[src/rtl/decimal_key_pkg.sv]
// Shared types and helpers for the decimal keypad scheduler.
// Digit count, BCD width, FSM states and round-robin index step.
package decimal_key_pkg;

    localparam int NUM_DIGITS = 10;
    localparam int BCD_W      = 4;

    typedef enum logic [1:0] {
        IDLE,
        OUT,
        RELEASE
    } state_e;

    // Step a digit index upward, wrapping 9 back to 0.
    function automatic logic [BCD_W-1:0] rr_next(
        input logic [BCD_W-1:0] idx
    );
        if (idx == BCD_W'(NUM_DIGITS - 1)) begin
            return '0;
        end
        return idx + 1'b1;
    endfunction

endpackage

[src/rtl/encoder_decimaltoBCD.sv]
// One-hot decimal to BCD encoder.
// An all-zero input encodes as 0.
module encoder_decimaltoBCD
    import decimal_key_pkg::*;
(
    input  logic [NUM_DIGITS-1:0] dec_in,
    output logic [BCD_W-1:0]      bcd_out
);

    // OR together the indices of the set bits; one-hot input gives one index.
    always_comb begin
        bcd_out = '0;
        for (int i = 0; i < NUM_DIGITS; i++) begin
            if (dec_in[i]) begin
                bcd_out = bcd_out | BCD_W'(i);
            end
        end
    end

endmodule

[src/rtl/decimal_key_scheduler.sv]
// Round-robin keypad scheduler emitting one BCD digit per key press.
// Optional input debounce is enabled with DECIMAL_KEY_DEBOUNCE_EN.
module decimal_key_scheduler
    import decimal_key_pkg::*;
#(
    parameter int DEB_CYCLES = 4
) (
    input  logic       clk,
    input  logic       rst_n,
    input  logic [9:0] req,
    input  logic       bcd_ready,
    output logic       bcd_valid,
    output logic [3:0] bcd_out,
    output logic [9:0] grant,
    output logic       busy
);

    logic [NUM_DIGITS-1:0] freq;

    state_e                state_q, state_d;
    logic [BCD_W-1:0]      ptr_q, ptr_d;
    logic [BCD_W-1:0]      win_q, win_d;
    logic [NUM_DIGITS-1:0] grant_q, grant_d;

    logic [BCD_W-1:0]      pick;
    logic [BCD_W-1:0]      idx;
    logic                  found;

`ifdef DECIMAL_KEY_DEBOUNCE_EN
    for (genvar i = 0; i < NUM_DIGITS; i++) begin : g_deb
        logic       s1_q, s1_d;
        logic       s2_q, s2_d;
        logic       filt_q, filt_d;
        logic [7:0] cnt_q, cnt_d;

        // Synchronize, then flip the filtered level after a stable run.
        always_comb begin
            s1_d   = req[i];
            s2_d   = s1_q;
            filt_d = filt_q;
            cnt_d  = '0;
            if (s2_q != filt_q) begin
                if (cnt_q + 8'd1 >= 8'(DEB_CYCLES)) begin
                    filt_d = s2_q;
                end else begin
                    cnt_d = cnt_q + 8'd1;
                end
            end
        end

        // Debounce state registers.
        always_ff @(posedge clk) begin
            if (!rst_n) begin
                s1_q   <= 1'b0;
                s2_q   <= 1'b0;
                filt_q <= 1'b0;
                cnt_q  <= '0;
            end else begin
                s1_q   <= s1_d;
                s2_q   <= s2_d;
                filt_q <= filt_d;
                cnt_q  <= cnt_d;
            end
        end

        assign freq[i] = filt_q;
    end
`else
    logic [7:0] unused_deb_cycles;
    assign unused_deb_cycles = 8'(DEB_CYCLES);
    assign freq = req;
`endif

    // Find the first pending key at or above ptr, wrapping past 9.
    always_comb begin
        pick  = '0;
        found = 1'b0;
        idx   = ptr_q;
        for (int k = 0; k < NUM_DIGITS; k++) begin
            if (!found && freq[idx]) begin
                pick  = idx;
                found = 1'b1;
            end
            idx = rr_next(idx);
        end
    end

    // Grant, handshake and release sequencing.
    always_comb begin
        state_d = state_q;
        ptr_d   = ptr_q;
        win_d   = win_q;
        grant_d = grant_q;
        unique case (state_q)
            IDLE: begin
                if (|freq) begin
                    win_d   = pick;
                    grant_d = NUM_DIGITS'(1) << pick;
                    state_d = OUT;
                end
            end
            OUT: begin
                if (bcd_ready) begin
                    ptr_d   = rr_next(win_q);
                    grant_d = '0;
                    state_d = RELEASE;
                end
            end
            RELEASE: begin
                if (!freq[win_q]) begin
                    state_d = IDLE;
                end
            end
            default: begin
                grant_d = '0;
                state_d = IDLE;
            end
        endcase
    end

    // Scheduler state registers.
    always_ff @(posedge clk) begin
        if (!rst_n) begin
            state_q <= IDLE;
            ptr_q   <= '0;
            win_q   <= '0;
            grant_q <= '0;
        end else begin
            state_q <= state_d;
            ptr_q   <= ptr_d;
            win_q   <= win_d;
            grant_q <= grant_d;
        end
    end

    encoder_decimaltoBCD u_enc (
        .dec_in  (grant_q),
        .bcd_out (bcd_out)
    );

    assign grant     = grant_q;
    assign bcd_valid = (state_q == OUT);
    assign busy      = (state_q != IDLE);

endmodule
[config.mk]
export PLATFORM = sky130hd
export DESIGN_NAME = decimal_key_scheduler
export DESIGN_NICKNAME = d
export VERILOG_FILES = /design/src/rtl/decimal_key_pkg.sv /design/src/rtl/encoder_decimaltoBCD.sv /design/src/rtl/decimal_key_scheduler.sv
export SDC_FILE = /design/constraint.sdc
export NUM_CORES = 1
export LEC_CHECK = 0
export ABC_AREA = 1
export CAP_MARGIN = 25
export CORE_ASPECT_RATIO = 1.4
export CORE_MARGIN = 3
export CORE_UTILIZATION = 38
export DETAILED_ROUTE_END_ITERATION = 8
export GPL_TIMING_DRIVEN = 0
export PLACE_DENSITY = 0.65
export RECOVER_POWER = 25
export SLEW_MARGIN = 20
export SYNTH_ARGS = -nofsm -noshare
export SYNTH_HDL_FRONTEND = slang
export SYNTH_SLANG_ARGS = --single-unit
[constraint.sdc]
create_clock -name clk -period 4.5 [get_ports clk]
set_input_delay 0.9 -clock clk [delete_from_list [all_inputs] [get_ports clk]]
set_output_delay 0.9 -clock clk [all_outputs]
set_load 0.03 [all_outputs]
# Word-level counts from Yosys, hierarchy flattened
# Index checks and enable logic that the tools add are counted.
totals:
  register_bits: 20
  memories: 0
  output_inout_bits: 16
  inputBits: 13
  latchBits: 0
  word_cells: 156
  mem_bits_rw: 0
  romBits: 0
classes:
  order_cmp: 11
  bitwise: 1
  eq_ne: 15
  n_reduce_logical: 25
  n_addsub: 10
  shift: 1
  mul: 0
  div: 0
  muxes: 89
ops:
  columns: ["cell", "count"]
  rows:
  - ["two-way mux 4 bit", 32]
  - ["< comparator 4 x 5 -> 1 bit, second input constant", 11]
  - ["binary-select mux 1 bit (select 4 bit)", 11]
  - ["adder 4 x 1 -> 4 bit, second input constant", 10]
  - ["equality test 4 bit, second input constant", 10]
  - ["two-way mux 1 bit", 33]
  - ["one-hot mux 10 bit (3 select lines)", 1]
  - ["two-way mux 10 bit", 2]
  - ["two-way mux 3 bit", 4]
  - ["two-way mux 2 bit", 5]
  - ["OR reduction 10 bit", 1]
  - ["left shift 1 x 4 -> 10 bit, first input constant", 1]
  - ["logical AND 1 bit", 9]
  - ["zero test 1 bit", 9]
  - ["!= test 2 bit, second input constant", 3]
  - ["one-hot mux 2 bit (3 select lines)", 1]
  - ["AND reduction 3 bit", 2]
  - ["AND reduction 2 bit", 2]
  - ["equality test 2 x 1 -> 1 bit, second input constant", 1]
  - ["equality test 2 bit, second input constant", 1]
  - ["zero test 2 bit", 1]
  - ["nonzero test 2 bit", 1]
  - ["inverter 1 bit", 1]

# Logic depth before layout (Yosys ltp)
depth:
  ltp_word: 34
  depth_mapped: 39

# Cells and area by module
# A second synthesis with hierarchy kept.
hier_totals:
  cells_unflattened: 518
  hier_area_um2: 3050.4
modules_own_cells:
  columns: ["module", "area_each_um2", "instances", "cells_each"]
  rows:
  - ["decimal_key_scheduler", 3009.1, 1, 508]
  - ["encoder_decimaltoBCD", 41.3, 1, 10]

# Least setup slack after synthesis
# No wires, ideal clock.
synth_timing:
  path_kind: "register -> register"
  start: "register ptr_q[2]"
  end: "register grant_q[3], in the netlist grant[3]"
  required_ns: 4.430
  synth_period_minus_slack_ns: 4.805
  t_arrival_ns: 4.734
  n_path_buf: 0
  path_stages_with_launch: 39
  setup_time_ns: 0.070
  path_slack_ns: -0.305
  cell_sequence: "dfxtp_1 inv_2 nand2_2 inv_2 nor2_1 ha_1 inv_1 nand2_1 inv_1 ha_1 inv_1 nand2_1 inv_1 ha_1 inv_1 nand2_4 inv_2 ha_1 [... 3 more ...] ha_1 inv_1 nand2_4 inv_2 ha_1 inv_1 nand2_2 nand2_1 nand3_1 nand3_1 nand3_1 nor2_4 nand2_2 nand2_1 nand2_1 nor2_1 nand2_1 a21oi_1"
synth_between:
  elab_chain_len: 34
synth_rtl:
  columns: ["item", "line_no", "rtl"]
  rows:
  - ["start, declared", "decimal_key_scheduler.sv:21", "logic [BCD_W-1:0] ptr_q, ptr_d;"]
  - ["start signal, assigned", "decimal_key_scheduler.sv:130", "ptr_q <= ptr_d;"]
  - ["branches (longest 30 deep; another with adder 4 x 1 -> 4 bit)", null, null]
  - ["two-way mux 4 bit *", "decimal_key_scheduler.sv:80", "if (!found && freq[idx]) begin"]
  - ["left shift 1 x 4 -> 10 bit *", "decimal_key_scheduler.sv:98", "grant_d = NUM_DIGITS'(1) << pick;"]
  - ["two-way mux 10 bit *", "decimal_key_scheduler.sv:96", "if (|freq) begin"]
  - ["one-hot mux 10 bit (3 select lines) *", "decimal_key_scheduler.sv:94", "unique case (state_q)"]
  - ["end signal, assigned", "decimal_key_scheduler.sv:132", "grant_q <= grant_d;"]
  - ["end, declared", "decimal_key_scheduler.sv:23", "logic [NUM_DIGITS-1:0] grant_q, grant_d;"]
# Mark *: on every way between the ends. The select of a mux whose other input is x is not followed.
# A chain may end at the register's enable or synchronous reset.

# Worst setup path in the final report
layout_timing:
  start: "register ptr_q[2]"
  end: "register grant_q[9], in the netlist grant[9]"
# Same word-level chain as after synthesis.

==> summary.md <==
| Metric | Value |
|---|---|
| Fraction of registers with async set/reset | `0` |
| Final hold viol count | `0` |
| Leak | `1.83 nW` |
| Ys flop type | `dfxtp_1` |
| Initial Util | `0.399` |
| Tightest Pin Transition | `between 0.9 and 1 ns` |
| Die area | `between 0.008 and 0.009 mm²` |
| Min cycle time layout | `4.33 ns` |
| Smallest setup slack after layout | `around 0.17 ns` |
| Final Cell Area | `around 0.004 mm²` |
| Max-capacitance violation count | `0` |
| Count leader, synth | `nand2_1` |
| N_diodes | `0` |
| Vias in the first global route | `3327` |
| Post-synthesis sequential area ratio | `0.134` |
| Mapped Area | `roughly 0.0030 mm²` |
| Power density over the cells | `slightly below 900 mW/mm²` |
| DRC violations left | `0` |
| Req. time, crit path | `about 4.7 ns` |
| Largest net degree at the start of global routing | `13` |
| Yosys reg bits | `20` |
| CTS Buf Count | `3` |
| Fillers | `794` |
| GRT Overall Usage | `0.210` |
| Netlist cell types | `between 40 and 50` |
| Final setup TNS | `0 ns` |
| Critical path's top delay family | `adder cells` |
| Placed inst area | `~0.0034 mm²` |
| Crit path buf inv count | `13` |
| Io pins | `29` |
| Routed vias/inst | `about 5.5` |
| GRT met2 Usage | `0.383` |
| First-pass GRT wire length | `between 15 and 20 mm` |
| WS Path Type | `register to register` |
| P&R area growth vs syn | `32.5%` |
| Slew margin rel. | `0.365` |
| Root Buffer | `clkbuf_8` |
| Post-synth top area cell | `nand2_1` |
| Syn Area/Cell | `between 5 and 6 µm²` |
| Gr busiest metal | `met2` |
| Layout cells sized above 1 | `0.275` |
| Met1 usage in global routing | `0.246` |
| Fin crit share | `0.962` |
| Die W | `81.0 µm` |
| R2r setup slk | `roughly 0.17 ns` |
| Synth cell count leaders | `nand2_1 (131), inv_1 (68), nand3_1 (48)` |
| Num rows | `37` |
| Fmax | `about 0.23 GHz` |
| Fin nets | `between 500 and 600` |
| Ranking of synthesized cells by area | `nand2_1 (16%), dfxtp_1 (13%), inv_1 (8.5%)` |
| Drt first pass iters | `5` |
| Post-Route Skew | `~0.0064 ns` |
| Pre-CTS setup slack | `-0.909 ns` |
| CP max stage cell | `dfxtp_4` |
| Type of the worst min-delay path | `register to register` |
| Pins Over Slew Limit | `0` |
| Synth Instances | `slightly above 500` |
| Crit end category | `register` |
| Syn nets | `536` |
| Clk sinks | `20` |
| Met3 Use GR | `0.0106` |
| Slowest Stage Delay on Critical Path | `roughly 0.36 ns` |
| Status | `complete, no violations` |
| Share of the synthesized area in the top cell type | `0.164` |
| DR WL/cell | `14.6 µm` |
| DR iter-0 viols | `215` |
| DP HPWL | `7.31 mm` |
| Die Y | `about 110 µm` |
| Initial antenna violation count | `0` |
| CTS HTree Levels | `1` |
| Worst-path fanout max | `6` |
| Clock Tree Buf Depth | `2` |
| Crit path arrival time | `4.54 ns` |
| Later-pin clock latency in the skew report | `0.27 ns` |
| Placeable Area | `about 0.0075 mm²` |
| Post-synth EDFFs | `0` |
| Setup violators final | `0` |
| Maximum VDD drop | `roughly 0.43 mV` |
| Ys Warns | `0` |
| Hold_buf cts | `0` |
| Startpoint Class | `register` |
| CTS tree | `done` |
| GRT overflow | `0` |
| Crit-path most repeated cell | `inv_4` |
| I/O Buffers | `28` |
| DRT antenna net count | `0` |
| Clock-pin slew on the worst setup and hold paths | `~0.080 ns` |
| Routability cong. | `between 0.9 and 1` |
| Vias | `between 3000 and 4000` |
| Routed wire length | `roughly 9.7 mm` |
==> per-stage QoR <==
| step | total power [W] | std cells | hold WS (ns) | utilization |
|---|---|---|---|---|
| 6_report | 0.00344 | 668 | 0.481 | 0.528 |
| 5_1_grt | 0.00377 | 668 | 0.506 | 0.528 |
| 4_1_cts | 0.00311 | 651 | 0.484 | 0.485 |
| 3_5_place_dp | 0.00275 | 636 | 0.466 | 0.454 |
| 3_3_place_gp | 0.00272 | 636 | 0.463 | 0.454 |
| 2_1_floorplan | 0.00223 | 511 | 0.467 | - |
==> worst paths after layout <==
check / cells after the start / end / from
hold / removal: 2 / grant[0] / grant[0]
hold reg to reg: 2 / grant[0] / grant[0]
setup reg to reg: 35 / grant[9] / ptr_q[2]
setup / recovery: 35 / grant[9] / ptr_q[2]
==> cell type report <==
class,count,area (µm²),area share
clock inverter,1,30.0,0.00758
multi-input combinational,404,2470,0.624
inverter,80,327,0.0824
clock buffer,3,41.3,0.0104
sequential,20,413,0.104
timing repair buffer,56,494,0.125
tap,97,121,0.0306
buffer,7,65.1,0.0164
==> flip-flops by register name, indices dropped and copies added (netlist names) <==
name and cells:
ptr_q 4, state_q 2, grant 10, win_q 4
==> metal layers <==
metal	wire [µm]	vias to the layer above
li1	-	1815
met1	3800	1662
met2	5110	144
met3	400	36
met4	415	0
met5	0	-
==> where the power goes <==
part           switching [W]  internal (W)  total [W]
Sequential         0.0000526      0.000223   0.000276
Combinational        0.00193       0.00105    0.00298
Clock              0.0000651      0.000119   0.000184
Total                0.00205       0.00139    0.00344
==> worst min-delay path, cell delays in order, from the launching register on <==
cell,delay [ns]
dfxtp_1,0.32
nand2_1,0.06
a21oi_1,0.06
==> cell usage in the layout, fill, tap and decap left out, drive strengths merged <==
| master | instances |
|---|---|
| o21ai | 30 |
| nand3 | 54 |
| nand3b | 4 |
| o41ai | 2 |
| clkbuf | 5 |
| o22ai | 2 |
| o21a | 1 |
| bufinv | 1 |
| clkinv | 2 |
| nor3b | 1 |
| a211oi | 1 |
| nor3 | 6 |
| dfxtp | 20 |
| a21oi | 26 |
| nand4 | 11 |
| nand2 | 172 |
| o31ai | 1 |
| dlygate4sd3 | 5 |
| inv | 78 |
| nor2 | 50 |
| or4 | 1 |
| a41oi | 1 |
| ha | 12 |
| or2 | 2 |
| o211ai | 15 |
| buf | 33 |
| o2111ai | 1 |
| clkdlybuf4s50 | 23 |
| nor4 | 3 |
| a32oi | 2 |
| o221ai | 3 |
| a31oi | 3 |
==> repair_timing <==
| action | 4_1_cts | 5_1_grt |
|---|---|---|
| setup endpoints to repair | 14 | 14 |
| buffers inserted | 11 | 17 |
| pin swaps | 9 | 28 |
| gates resized for setup | 31 | 50 |
==> cell families after synthesis <==
kind of cell / share of synthesized area
AO/OA/AOI/OAI: 0.178
buffers and inverters: 0.112
AND/OR/NAND/NOR: 0.526
adder cells (fa/ha/maj): 0.0502
flip-flops: 0.134
Note: power is estimated with default switching activity, not from simulation.
